[src/rtl/spectrum_pkg.sv]
// Shared types and default geometry for the spectrum pipeline image path.
package spectrum_pkg;

   localparam int unsigned IMG_ROWS = 4;
   localparam int unsigned IMG_COLS = 4;
   localparam int unsigned WIDTH    = 32;

   typedef logic signed [WIDTH-1:0] pixel_t;
   typedef pixel_t [IMG_ROWS-1:0][IMG_COLS-1:0] image_t;

   typedef enum logic {
      FILL = 1'b0,
      FULL = 1'b1
   } load_state_t;

   // Index width that stays at least one bit for a single-entry dimension.
   function automatic int unsigned idx_width(input int unsigned n);
      return (n > 1) ? $clog2(n) : 1;
   endfunction

endpackage

[src/rtl/pixel_addr_counter.sv]
// Down-counting row/column address pair; column wraps and borrows from row.
module pixel_addr_counter
   import spectrum_pkg::*;
#(
   parameter int unsigned ROWS = 4,
   parameter int unsigned COLS = 4
) (
   input  logic                        clock,
   input  logic                        reset,
   input  logic                        en,
   input  logic                        clear,
   output logic [idx_width(ROWS)-1:0]  row,
   output logic [idx_width(COLS)-1:0]  col,
   output logic                        last
);

   localparam int unsigned RW = idx_width(ROWS);
   localparam int unsigned CW = idx_width(COLS);
   localparam logic [RW-1:0] ROW_TOP = RW'(ROWS - 1);
   localparam logic [CW-1:0] COL_TOP = CW'(COLS - 1);

   logic [RW-1:0] row_q, row_d;
   logic [CW-1:0] col_q, col_d;

   always_comb begin
      row_d = row_q;
      col_d = col_q;
      if (clear) begin
         row_d = ROW_TOP;
         col_d = COL_TOP;
      end else if (en) begin
         if (col_q == '0) begin
            col_d = COL_TOP;
            row_d = (row_q == '0) ? ROW_TOP : row_q - RW'(1);
         end else begin
            col_d = col_q - CW'(1);
         end
      end
   end

   always_ff @(posedge clock) begin
      if (reset) begin
         row_q <= ROW_TOP;
         col_q <= COL_TOP;
      end else begin
         row_q <= row_d;
         col_q <= col_d;
      end
   end

   assign row  = row_q;
   assign col  = col_q;
   assign last = (row_q == '0) && (col_q == '0);

endmodule

[src/rtl/memory_import.sv]
// Streaming frame loader: assembles one pixel per accept into a packed image
// and hands each complete frame to the consumer over a valid/ack handshake.
module memory_import #(
   parameter int unsigned IMG_ROWS = spectrum_pkg::IMG_ROWS,
   parameter int unsigned IMG_COLS = spectrum_pkg::IMG_COLS,
   parameter int unsigned WIDTH    = spectrum_pkg::WIDTH
) (
   input  logic                                         clock,
   input  logic                                         reset,
   input  logic [WIDTH-1:0]                             in_data,
   input  logic                                         in_valid,
   input  logic                                         in_last,
   output logic                                         in_ready,
   output logic [IMG_ROWS-1:0][IMG_COLS-1:0][WIDTH-1:0] image,
   output logic                                         image_valid,
   input  logic                                         image_ack,
   output logic [$clog2(IMG_ROWS*IMG_COLS+1)-1:0]       fill_count,
   output logic                                         frame_err
);

   import spectrum_pkg::*;

   localparam int unsigned N   = IMG_ROWS * IMG_COLS;
   localparam int unsigned FCW = $clog2(N + 1);
   localparam int unsigned RW  = idx_width(IMG_ROWS);
   localparam int unsigned CW  = idx_width(IMG_COLS);

   load_state_t                                 state_q, state_d;
   logic [IMG_ROWS-1:0][IMG_COLS-1:0][WIDTH-1:0] image_q;
   logic [FCW-1:0]                              fill_q, fill_d;
   logic                                        err_q, err_d;
   logic                                        accept;
   logic                                        ctr_clear;
   logic                                        addr_last;
   logic [RW-1:0]                               row;
   logic [CW-1:0]                               col;

   pixel_addr_counter #(
      .ROWS (IMG_ROWS),
      .COLS (IMG_COLS)
   ) u_addr (
      .clock (clock),
      .reset (reset),
      .en    (accept),
      .clear (ctr_clear),
      .row   (row),
      .col   (col),
      .last  (addr_last)
   );

   // Framing: the address counter, not in_last, decides where a frame ends.
   always_comb begin
      state_d   = state_q;
      fill_d    = fill_q;
      err_d     = err_q;
      accept    = 1'b0;
      ctr_clear = 1'b0;
      case (state_q)
         FILL: begin
            accept = in_valid;
            if (in_valid) begin
               if (addr_last) begin
                  state_d   = FULL;
                  fill_d    = '0;
                  ctr_clear = 1'b1;
                  if (!in_last) err_d = 1'b1;
               end else if (in_last) begin
                  fill_d    = '0;
                  ctr_clear = 1'b1;
                  err_d     = 1'b1;
               end else begin
                  fill_d = fill_q + FCW'(1);
               end
            end
         end
         FULL: begin
            if (image_ack) state_d = FILL;
         end
         default: state_d = FILL;
      endcase
   end

   always_ff @(posedge clock) begin
      if (reset) begin
         state_q <= FILL;
         fill_q  <= '0;
         err_q   <= 1'b0;
      end else begin
         state_q <= state_d;
         fill_q  <= fill_d;
         err_q   <= err_d;
      end
   end

   always_ff @(posedge clock) begin
      if (reset) begin
         image_q <= '0;
      end else if (accept) begin
         image_q[row][col] <= in_data;
      end
   end

   assign in_ready    = (state_q == FILL);
   assign image_valid = (state_q == FULL);
   assign image       = image_q;
   assign fill_count  = fill_q;
   assign frame_err   = err_q;

endmodule

[config.mk]
export PLATFORM = sky130hd
export DESIGN_NAME = memory_import
export DESIGN_NICKNAME = d
export VERILOG_FILES = /design/src/rtl/spectrum_pkg.sv /design/src/rtl/pixel_addr_counter.sv /design/src/rtl/memory_import.sv
export SDC_FILE = /design/constraint.sdc
export NUM_CORES = 1
export LEC_CHECK = 0
export BUFFER_PORTS_ARGS = -buffer_cell sky130_fd_sc_hd__buf_4
export CAP_MARGIN = 20
export CORE_UTILIZATION = 45
export DETAILED_ROUTE_END_ITERATION = 10
export GPL_TIMING_DRIVEN = 0
export PLACE_DENSITY = 0.7
export SLEW_MARGIN = 0
export SYNTH_ARGS = -nofsm -noshare
export SYNTH_HDL_FRONTEND = slang
export SYNTH_HIERARCHICAL = 1
export SYNTH_SLANG_ARGS = --single-unit
[constraint.sdc]
create_clock -name clock -period 1.8 [get_ports clock]
set_input_delay 0.27 -clock clock [delete_from_list [all_inputs] [get_ports clock]]
set_output_delay 0.27 -clock clock [all_outputs]
set_load 0.05 [all_outputs]
* Yosys cells after proc, flatten, opt, wreduce, memory -nomap -nowiden
Index checks and enable logic that the tools add are counted.
** Word-level totals
- Output and inout port bits :: 520
- Input bits :: 37
- Logic and storage cells :: 61
- Register bits :: 523
** Cells by class
- Eq/ne operators :: 1
- Bitwise logic cells :: 1
- Multiplexer cells :: 21
- $lt $le $gt $ge :: 4
- Reduce and logical (&&, ||, !) cells :: 10
- Add/sub/neg operators :: 3
** Operators with widths (number)
- 512-bit bitwise mux :: 1
- 128-bit demux with 2-bit select :: 1
- 128-bit 2-to-1 mux :: 1
- 32-bit demux with 2-bit select :: 1
- 32-bit 2-to-1 mux :: 1
- 1-bit 2-to-1 mux :: 11
- 5-bit 2-to-1 mux :: 2
- 2-bit by 3-bit < comparator with 1-bit output (second input constant) :: 2
- 5-bit by 1-bit adder with 5-bit output (second input constant) :: 1
- 2-bit by 1-bit >= comparator with 1-bit output (second input constant) :: 2
- 2-bit logical NOT :: 2
- 2-bit 2-to-1 mux :: 2
- 2-bit AND reduction :: 2
- 4-bit AND reduction :: 1
- 2-bit by 1-bit subtractor with 2-bit output (second input constant) :: 2
- 1-bit logical AND :: 3
- 2-bit != test (second input constant) :: 1
- 1-bit case mux with 2 select lines :: 1
- 2-bit nonzero test :: 1
- 2-bit OR reduction :: 1
- 1-bit inverter :: 1

* Longest topological paths before layout
Gate-level depths: netlist (run 1).
- Word-level depth :: 7
- Mapped depth :: 8
- Gate-level depth less buffers :: 8

* Hierarchy
Netlist (run 1), hierarchy kept.
** By module, submodules not included
- memory_import :: area an instance 20079.3 µm², instances 1, sequential area each 10390.0 µm², cells an instance 1813
- pixel_addr_counter :: area an instance 198.9 µm², instances 1, sequential area each 80.1 µm², cells an instance 23

* Worst setup path after synthesis (run 1)
Ideal clock, no wire load.
- Path type :: register -> register
- Start :: register state_q (netlist: image_valid)
- End :: register image_q, in the netlist image[481]
- Library setup time :: 72 ps
- Stages on the path, launching flop included :: 6
- Clock period less this slack :: 1763 ps
- Setup slack :: 37 ps
- Data arrival time :: 1691 ps
- Path buffers :: 2
- Required time :: 1728 ps
- Cells stage by stage :: dfxtp_1 -> and4b_1 -> clkbuf_1 -> nand3_1 -> buf_4 -> mux2i_1
** Between the ends
- Longest elaborated chain between the ends :: 1
** Ends and longest elaborated chain
- start: declaration :: RTL line memory_import.sv:28 : load_state_t state_q, state_d;
- start signal: assignment :: RTL line memory_import.sv:89 : state_q <= state_d;
- 1-bit 2-to-1 mux :: RTL line memory_import.sv:58 : case (state_q)
- end signal: indexed assignment :: RTL line memory_import.sv:99 : image_q[row][col] <= in_data;
- end: declaration :: RTL line memory_import.sv:29 : logic [IMG_ROWS-1:0][IMG_COLS-1:0][WIDTH-1:0] image_q;
Every way passes these cells.
A chain may end at the register's enable or synchronous reset.

==> results of run 1 <==
==> how the worst max path moves through the flow <==
stage / slack [ns] / from / end / cells past startpoint
final: 0.05 / reset / image[225] / 7
after global routing: 0.0009 / reset / image[160] / 7
after CTS: -0.009 / u_addr/col[1] / image[344] / 6
after detailed placement: -0.54 / reset / image[80] / 6
after global placement: -0.51 / reset / image[74] / 6
after floorplan: 0.04 / image_valid / image[481] / 5
==> worst max-delay path: cells and delay by family <==
family / cells / cell delay (ns)
simple gates: 1 / 0.13
buf+inv: 5 / 1.56
mux: 1 / 0.20
==> logic make-up after synthesis <==
kind of cell	count (synthesis)	synth area share, %
fa+ha+maj	4	0.247
simple gates	592	18.2
buf+inv	189	4.22
compound gates	15	0.401
mux	512	25.3
xor+xnor	1	0.0432
flops	523	51.6
==> metal layers <==
| metal | global-route usage [%] | share of wire, % | vias up |
|---|---|---|---|
| li1 | - | - | 7213 |
| met1 | 34.3 | 41 | 7524 |
| met2 | 50.6 | 49 | 478 |
| met3 | 7.90 | 6.7 | 110 |
| met4 | 11.0 | 3.5 | 0 |
| met5 | 0 | 0 | - |
==> Yosys cell counts (all sizes together), types with 2 or more instances <==
cell type	number	share of area (%)
nand2b	546	17
dfxtp	523	52
mux2i	512	25
clkbuf	97	1.8
buf	84	2.3
nand2	15	0.28
inv	8	0.15
nor2	8	0.15
a21oi	7	0.17
nand3	6	0.20
o21ai	5	0.12
ha	4	0.25
and2	3	0.099
nor2b	3	0.093
and4b	2	0.099
nand3b	2	0.074
nor4bb	2	0.099
or3	2	0.062
==> layout make-up <==
| type | instances | share of cell area (%) |
|---|---|---|
| Inverter | 8 | 0.110 |
| Clock buffer | 81 | 6.04 |
| Buffer | 178 | 3.16 |
| Timing Repair Buffer | 561 | 15.5 |
| Clock inverter | 17 | 0.897 |
| Sequential cell | 523 | 38.5 |
| Multi-Input combinational cell | 1124 | 33.1 |
| Tap cell | 592 | 2.72 |
==> registers in the layout, indices dropped and copies added (netlist names) <==
signal and flops:
fill_count 5, frame_err 1, image 512, image_valid 1, u_addr/col 2, u_addr/row 2
==> timing repair <==
item / 4_1_cts / 5_1_grt
endpoints found under the setup margin: 202 / 303
hold buffers: 4 / 0
endpoints found under the hold margin: 7 / 0
buffers inserted: 1 / 0
resized for setup: 16 / 22
pin swaps: 1 / 0
==> power by group through the flow <==
stage,Sequential (mW),Combinational [mW],Clock [mW]
global placement,12.0,1.67,0
CTS,11.7,1.70,12.0
finish,11.8,1.70,11.8
floorplan,12.4,0.696,0
global route,11.8,1.77,12.4
detailed placement,12.0,1.69,0
==> metrics, run 1 <==
sw frac 23.1%; post-DP HPWL 51,800 um; Final Hold Vio Count 0; Startpoint Class primary input; Switch Pwr just under 6 mW; Clk Latency, worst-skew pair between 0.5 and 0.6 ns; post-DR vias/cell 4.97; run status finished clean; predominant post-synthesis flop cell dfxtp_1; first-pass GRT wire length 101,000 um; clk sinks 523; Max-slew headroom 34.8%; Logic pwr share 6.7%; cts bufs inserted 54; area of the multi-input gates about 9000 um^2; Int Power 19.4 mW; Die H ~210 um; pre-CTS setup slack -0.537 ns; crit path kind primary input to flop; drt total wl 68,600 um; max-cap violations 0; Max stage delay on crit path 0.54 ns; Worst Path Max Fanout 10; worst path cell trace buf_4, buf_2, buf_2, nand2b_1, clkbuf_1, clkbuf_1, mux2i_1; Final Core Density just over 60%; Final Critical Period 1.75 ns; nets@finish between 2,000 and 2,500; Critical Path AT 2.18 ns; setup violators final 0; Worst R2R Setup Slack 0.09 ns; largest net degree at the start of global routing 14; Root Driver clkbuf_16; Setup crit end kind flop; Final Non-Filler Cells 3,084; Worst Tran Pin Value about 1 ns; # fillers around 3,800; n_diodes 0; Max Clk Rate 573 MHz; Hold Path End image[506]; P_leak about 14 nW; commonest cells after routing, fill and taps aside 577 x buf_4, 546 x nand2b_1, 521 x dfxtp_1; Post-synth EDFFs 0; Async SR Flop Fraction 0%; synthesis-to-finish area growth 34.2%; CP max-delay cell clkbuf_1; Synth cell types 30; final hold slack 0.181 ns; # DRC 0; Sequential Area around 10,000 um^2; initial antenna violation count 0; PD cells 928 nW/um^2; core area 44,300 um^2; worst setup margin 0.0538 ns; Worst-path clk slew approximately 0.060 ns; Synth Register Bits 523; DRT iter0 DRCs 696; Post-Syn Nets about 1,900; post-synthesis sequential area ratio around 52%; die width about 210 um; Pins Over Slew Limit 0; placer congestion estimate between 0.8 and 0.9; Avg WL per Cell about 22 um; R2R Path End image[129]; r2r startpoint u_addr/row[1]; fin crit share between 90 and 100%; TritonRoute pass-1 iters 4; area of the mapped netlist 20,300 um^2; Max VDD drop 0.700 mV; clock network fraction of design power 46.8%; gr ovfl total 0; hold path depth 4; Avg Cell Area, Syn 11.0 um^2; GRT Util Overall 29.2%; routed via count 15,325; commonest non-fill, non-tap cell in the layout buf_4; Antenna Nets Post-Route 0; Total Power approximately 25 mW; clk_skew 0.0219 ns; # IOs between 500 and 600; clock tree buffer depth 3; yosys warns 6; PortBufs 556; Gate Count Post-Synth around 1,800; HP Start in_data[26]; Final Instance Area 27,200 um^2; setup TNS 0 ns; worst path required time about 2.2 ns; layout cell share with drive strength beyond 1 30.1%; RSZ-0062 raised after global routing false; vias in the first global route 15,842; CTS tree done; H-tree depth 2; die area 45,900 um^2; Reg power frac 46.5%; area post-placement 25,200 um^2; # rows 77; Cells after DPL 2,984; min-delay worst type primary input to flop; Initial Util 45.8%; cells on worst reg2reg path 5
(Power assumes the default switching activity.)
==> inputs of run 2 (changes only) <==
--- a/config.mk
+++ b/config.mk
@@ -7,12 +7,12 @@
 export LEC_CHECK = 0
 export BUFFER_PORTS_ARGS = -buffer_cell sky130_fd_sc_hd__buf_4
 export CAP_MARGIN = 20
-export CORE_UTILIZATION = 45
+export CORE_AREA = 2 2 214 216
 export DETAILED_ROUTE_END_ITERATION = 10
+export DIE_AREA = 0 0 216 218
 export GPL_TIMING_DRIVEN = 0
-export PLACE_DENSITY = 0.7
+export PLACE_DENSITY = 0.67
 export SLEW_MARGIN = 0
 export SYNTH_ARGS = -nofsm -noshare
 export SYNTH_HDL_FRONTEND = slang
-export SYNTH_HIERARCHICAL = 1
 export SYNTH_SLANG_ARGS = --single-unit
==> run 2 against run 1 <==
  * Count of clock-buffer cells in the layout is 2 lower
  * Largest cell class unchanged
  * First-iteration DRC count increased by 130%
  * Total power is 4.0% lower
  * Routed wire length up 7.8%
  * Cell count rose by 17%
  * Critical endpoint is now image[14]
  * Sequential share of layout area grew 2.6 points
  * Global-route usage is 0.61 points higher
  * Largest power group unchanged
  * Non-clock buffer count grew 40
  * Area after synthesis decreased by 7.1%
==> metrics, run 2 <==
worst setup margin 0.0938 ns (+0.0399 ns); max-cap violations 0 (unchanged); Final Critical Period 1.71 ns (-0.0399 ns); DRT iter0 DRCs 1,614 (+130%); Setup crit end kind flop; H-tree depth 2 (unchanged); Root Driver clkbuf_16; Final Core Density 56.8% (-4.6 points); count leader, synth nand2_1; Max stage delay on crit path 0.34 ns (-0.20 ns); CP max-delay cell dfxtp_2; Cells after DPL 3,513 (+18%); Async SR Flop Fraction 0% (unchanged); drt total wl 74,000 um (+7.8%); placer congestion estimate 0.901 (+8.2%); Avg Cell Area, Syn 7.89 um^2 (-29%); Worst Tran Pin Value 1.05 ns (+0.0748 ns); nets@finish 3,028 (+22%); clk sinks 523 (unchanged); Pins Over Slew Limit 0 (unchanged); Worst Path Max Fanout 10 (unchanged); Clk Latency, worst-skew pair 0.61 ns (+0.02 ns); # fillers 4,107 (+8.6%); # IOs 557 (unchanged); worst path required time 2.24 ns (about the same); # rows 78 (+1.3%); Max-slew headroom 29.8% (-5.0 points); min-delay worst type primary input to flop; Final Non-Filler Cells 3,622 (+17%); Max VDD drop 0.703 mV (+0.41%); CTS tree done; Final Hold Vio Count 0 (unchanged); yosys warns 0 (-6); synth top area cells dfxtp_1 56%, nand2_1 20%, a21oi_1 14%, clkbuf_1 2.3%, buf_2 1.6%; setup TNS 0 ns (unchanged); max reg flops 512 (unchanged); # DRC 0 (unchanged); Post-Syn Nets 2,437 (+30%); PD cells 950 nW/um^2 (+2.3%); crit path kind flop to flop; core area 44,900 um^2 (+1.3%); worst path cell trace inv_1, ha_1, buf_4, nand4b_2, buf_4, nand2_1, a21oi_1; Final Instance Area 25,500 um^2 (-6.2%); largest net degree at the start of global routing 15 (+1); CP delay by family, top buffers and inverters; pre-CTS setup slack -0.525 ns (+0.0122 ns); PortBufs 523 (-5.9%); Startpoint Class flop; commonest non-fill, non-tap cell in the layout nand2_1; initial antenna violation count 0 (unchanged); gr ovfl total 0 (unchanged); TritonRoute pass-1 iters 6 (+2); area post-placement 23,500 um^2 (-6.6%); GRT Util Overall 29.8% (+0.61 points); post-DR vias/cell 5.16 (+3.8%); Worst-path clk slew 0.06 ns (about the same); Post-synth EDFFs 0 (unchanged); most used cell, CP buf_4; vias in the first global route 16,989 (+7.2%); predominant post-synthesis flop cell dfxtp_1; cts bufs inserted 53 (-1.9%); layout cell share with drive strength beyond 1 25.3% (-4.7 points); Max Clk Rate 586 MHz (+2.3%); Avg WL per Cell 20.4 um (-8.2%); Critical Path AT 2.15 ns (-0.03 ns); clk_skew 0.0203 ns (-0.00164 ns); Total Power 24.2 mW (-4.0%); Antenna Nets Post-Route 0 (unchanged); setup violators final 0 (unchanged); synthesis-to-finish area growth 35.4%; area of the mapped netlist 18,800 um^2 (-7.1%); area of the multi-input gates 7110 um^2 (-21%); post-synthesis sequential area ratio 55.5% (+3.9 points); first-pass GRT wire length 106,000 um (+4.9%); die width 216 um (+0.80%); commonest cells after routing, fill and taps aside 1,029 x nand2_1, 585 x buf_4, 520 x a21oi_1, 520 x dfxtp_1, 127 x clkbuf_1; commonest cells in the netlist 1,029 x nand2_1, 523 x dfxtp_1, 520 x a21oi_1; Yosys top cell area share 55.5% (+3.9 points); run status finished clean; Synth cell types 29 (-3.3%); P_leak 10.1 nW (-29%); Synth Register Bits 523 (unchanged); routed via count 18,682 (+22%); Die H 218 um (+1.7%); RSZ-0062 raised after global routing true; Gate Count Post-Synth 2,390 (+30%); n_diodes 0 (unchanged); WP buf/inv 3 (-2); Initial Util 42.0% (-3.8 points); clock tree buffer depth 3 (unchanged); final hold slack 0.0569 ns (-0.124 ns); post-DP HPWL 55,400 um (+6.9%); fin crit share 94.8% (-2.2 points); Synth area leader dfxtp_1; die area 47,100 um^2 (+2.6%); Sequential Area 10,500 um^2 (about the same)
[run 2: cell type report]
cell class              instances  share of cell area, %
clock inverters                17                  0.765
clock buffers                  79                   6.14
inverters                       7                  0.103
multi-input cells            1617                   27.9
repair buffers                546                   16.1
well taps                     600                   2.94
plain buffers                 233                   5.06
flip-flops and latches        523                   41.1
[run 2: routing by layer]
layer	global-route usage, %	vias up	wire length [um]
li1	-	8836	-
met1	39.2	8888	31500
met2	48.1	793	34100
met3	6.36	165	5570
met4	11.4	0	2830
met5	0	-	0
[run 2: logic make-up (layout without fill, tap and decap cells)]
group                      count (synthesis)  count (layout)  synth area share (%)
buffers and inverters                    250             882                  6.84
and+or+nand+nor                         1078            1078                  22.8
adders and majority gates                 10              10                 0.664
DFF                                      523             523                  55.5
xor gates and xnor gates                   2               2                0.0930
AOI/OAI and AO/OA                        527             527                  14.1
[run 2: path summary, 6_finish.rpt]
kind / from / end / slack [ns] / cells after the start
max: u_addr.col[0] / image[14] / 0.09 / 7
max reg2reg: u_addr.col[0] / image[14] / 0.09 / 7
min reg2reg: image[404] / image[404] / 0.45 / 2
min: in_data[25] / image[441] / 0.06 / 3
[run 2: repair_timing]
item                                   CTS  global route
endpoints found under the hold margin    1             0
setup endpoints to repair              425           448
pin swaps                               10             7
buffers inserted                        14             8
cloned                                   0             0
hold buffers                             1             0
gates resized for setup                  7            37
[run 2: power breakdown]
group	leakage [nW]	internal, mW	switching [mW]	total [mW]
clock	0.871	6.57	4.67	11.2
combinational	4.98	0.270	1.03	1.30
sequential	4.22	11.7	0.0461	11.7
total	10.1	18.5	5.75	24.2
[run 2: worst reg2reg max path: stages (launching register included)]
cell and delay [ns]:
dfxtp_2 0.34, inv_1 0.10, ha_1 0.21, buf_4 0.20, nand4b_2 0.27, buf_4 0.28, nand2_1 0.09, a21oi_1 0.08
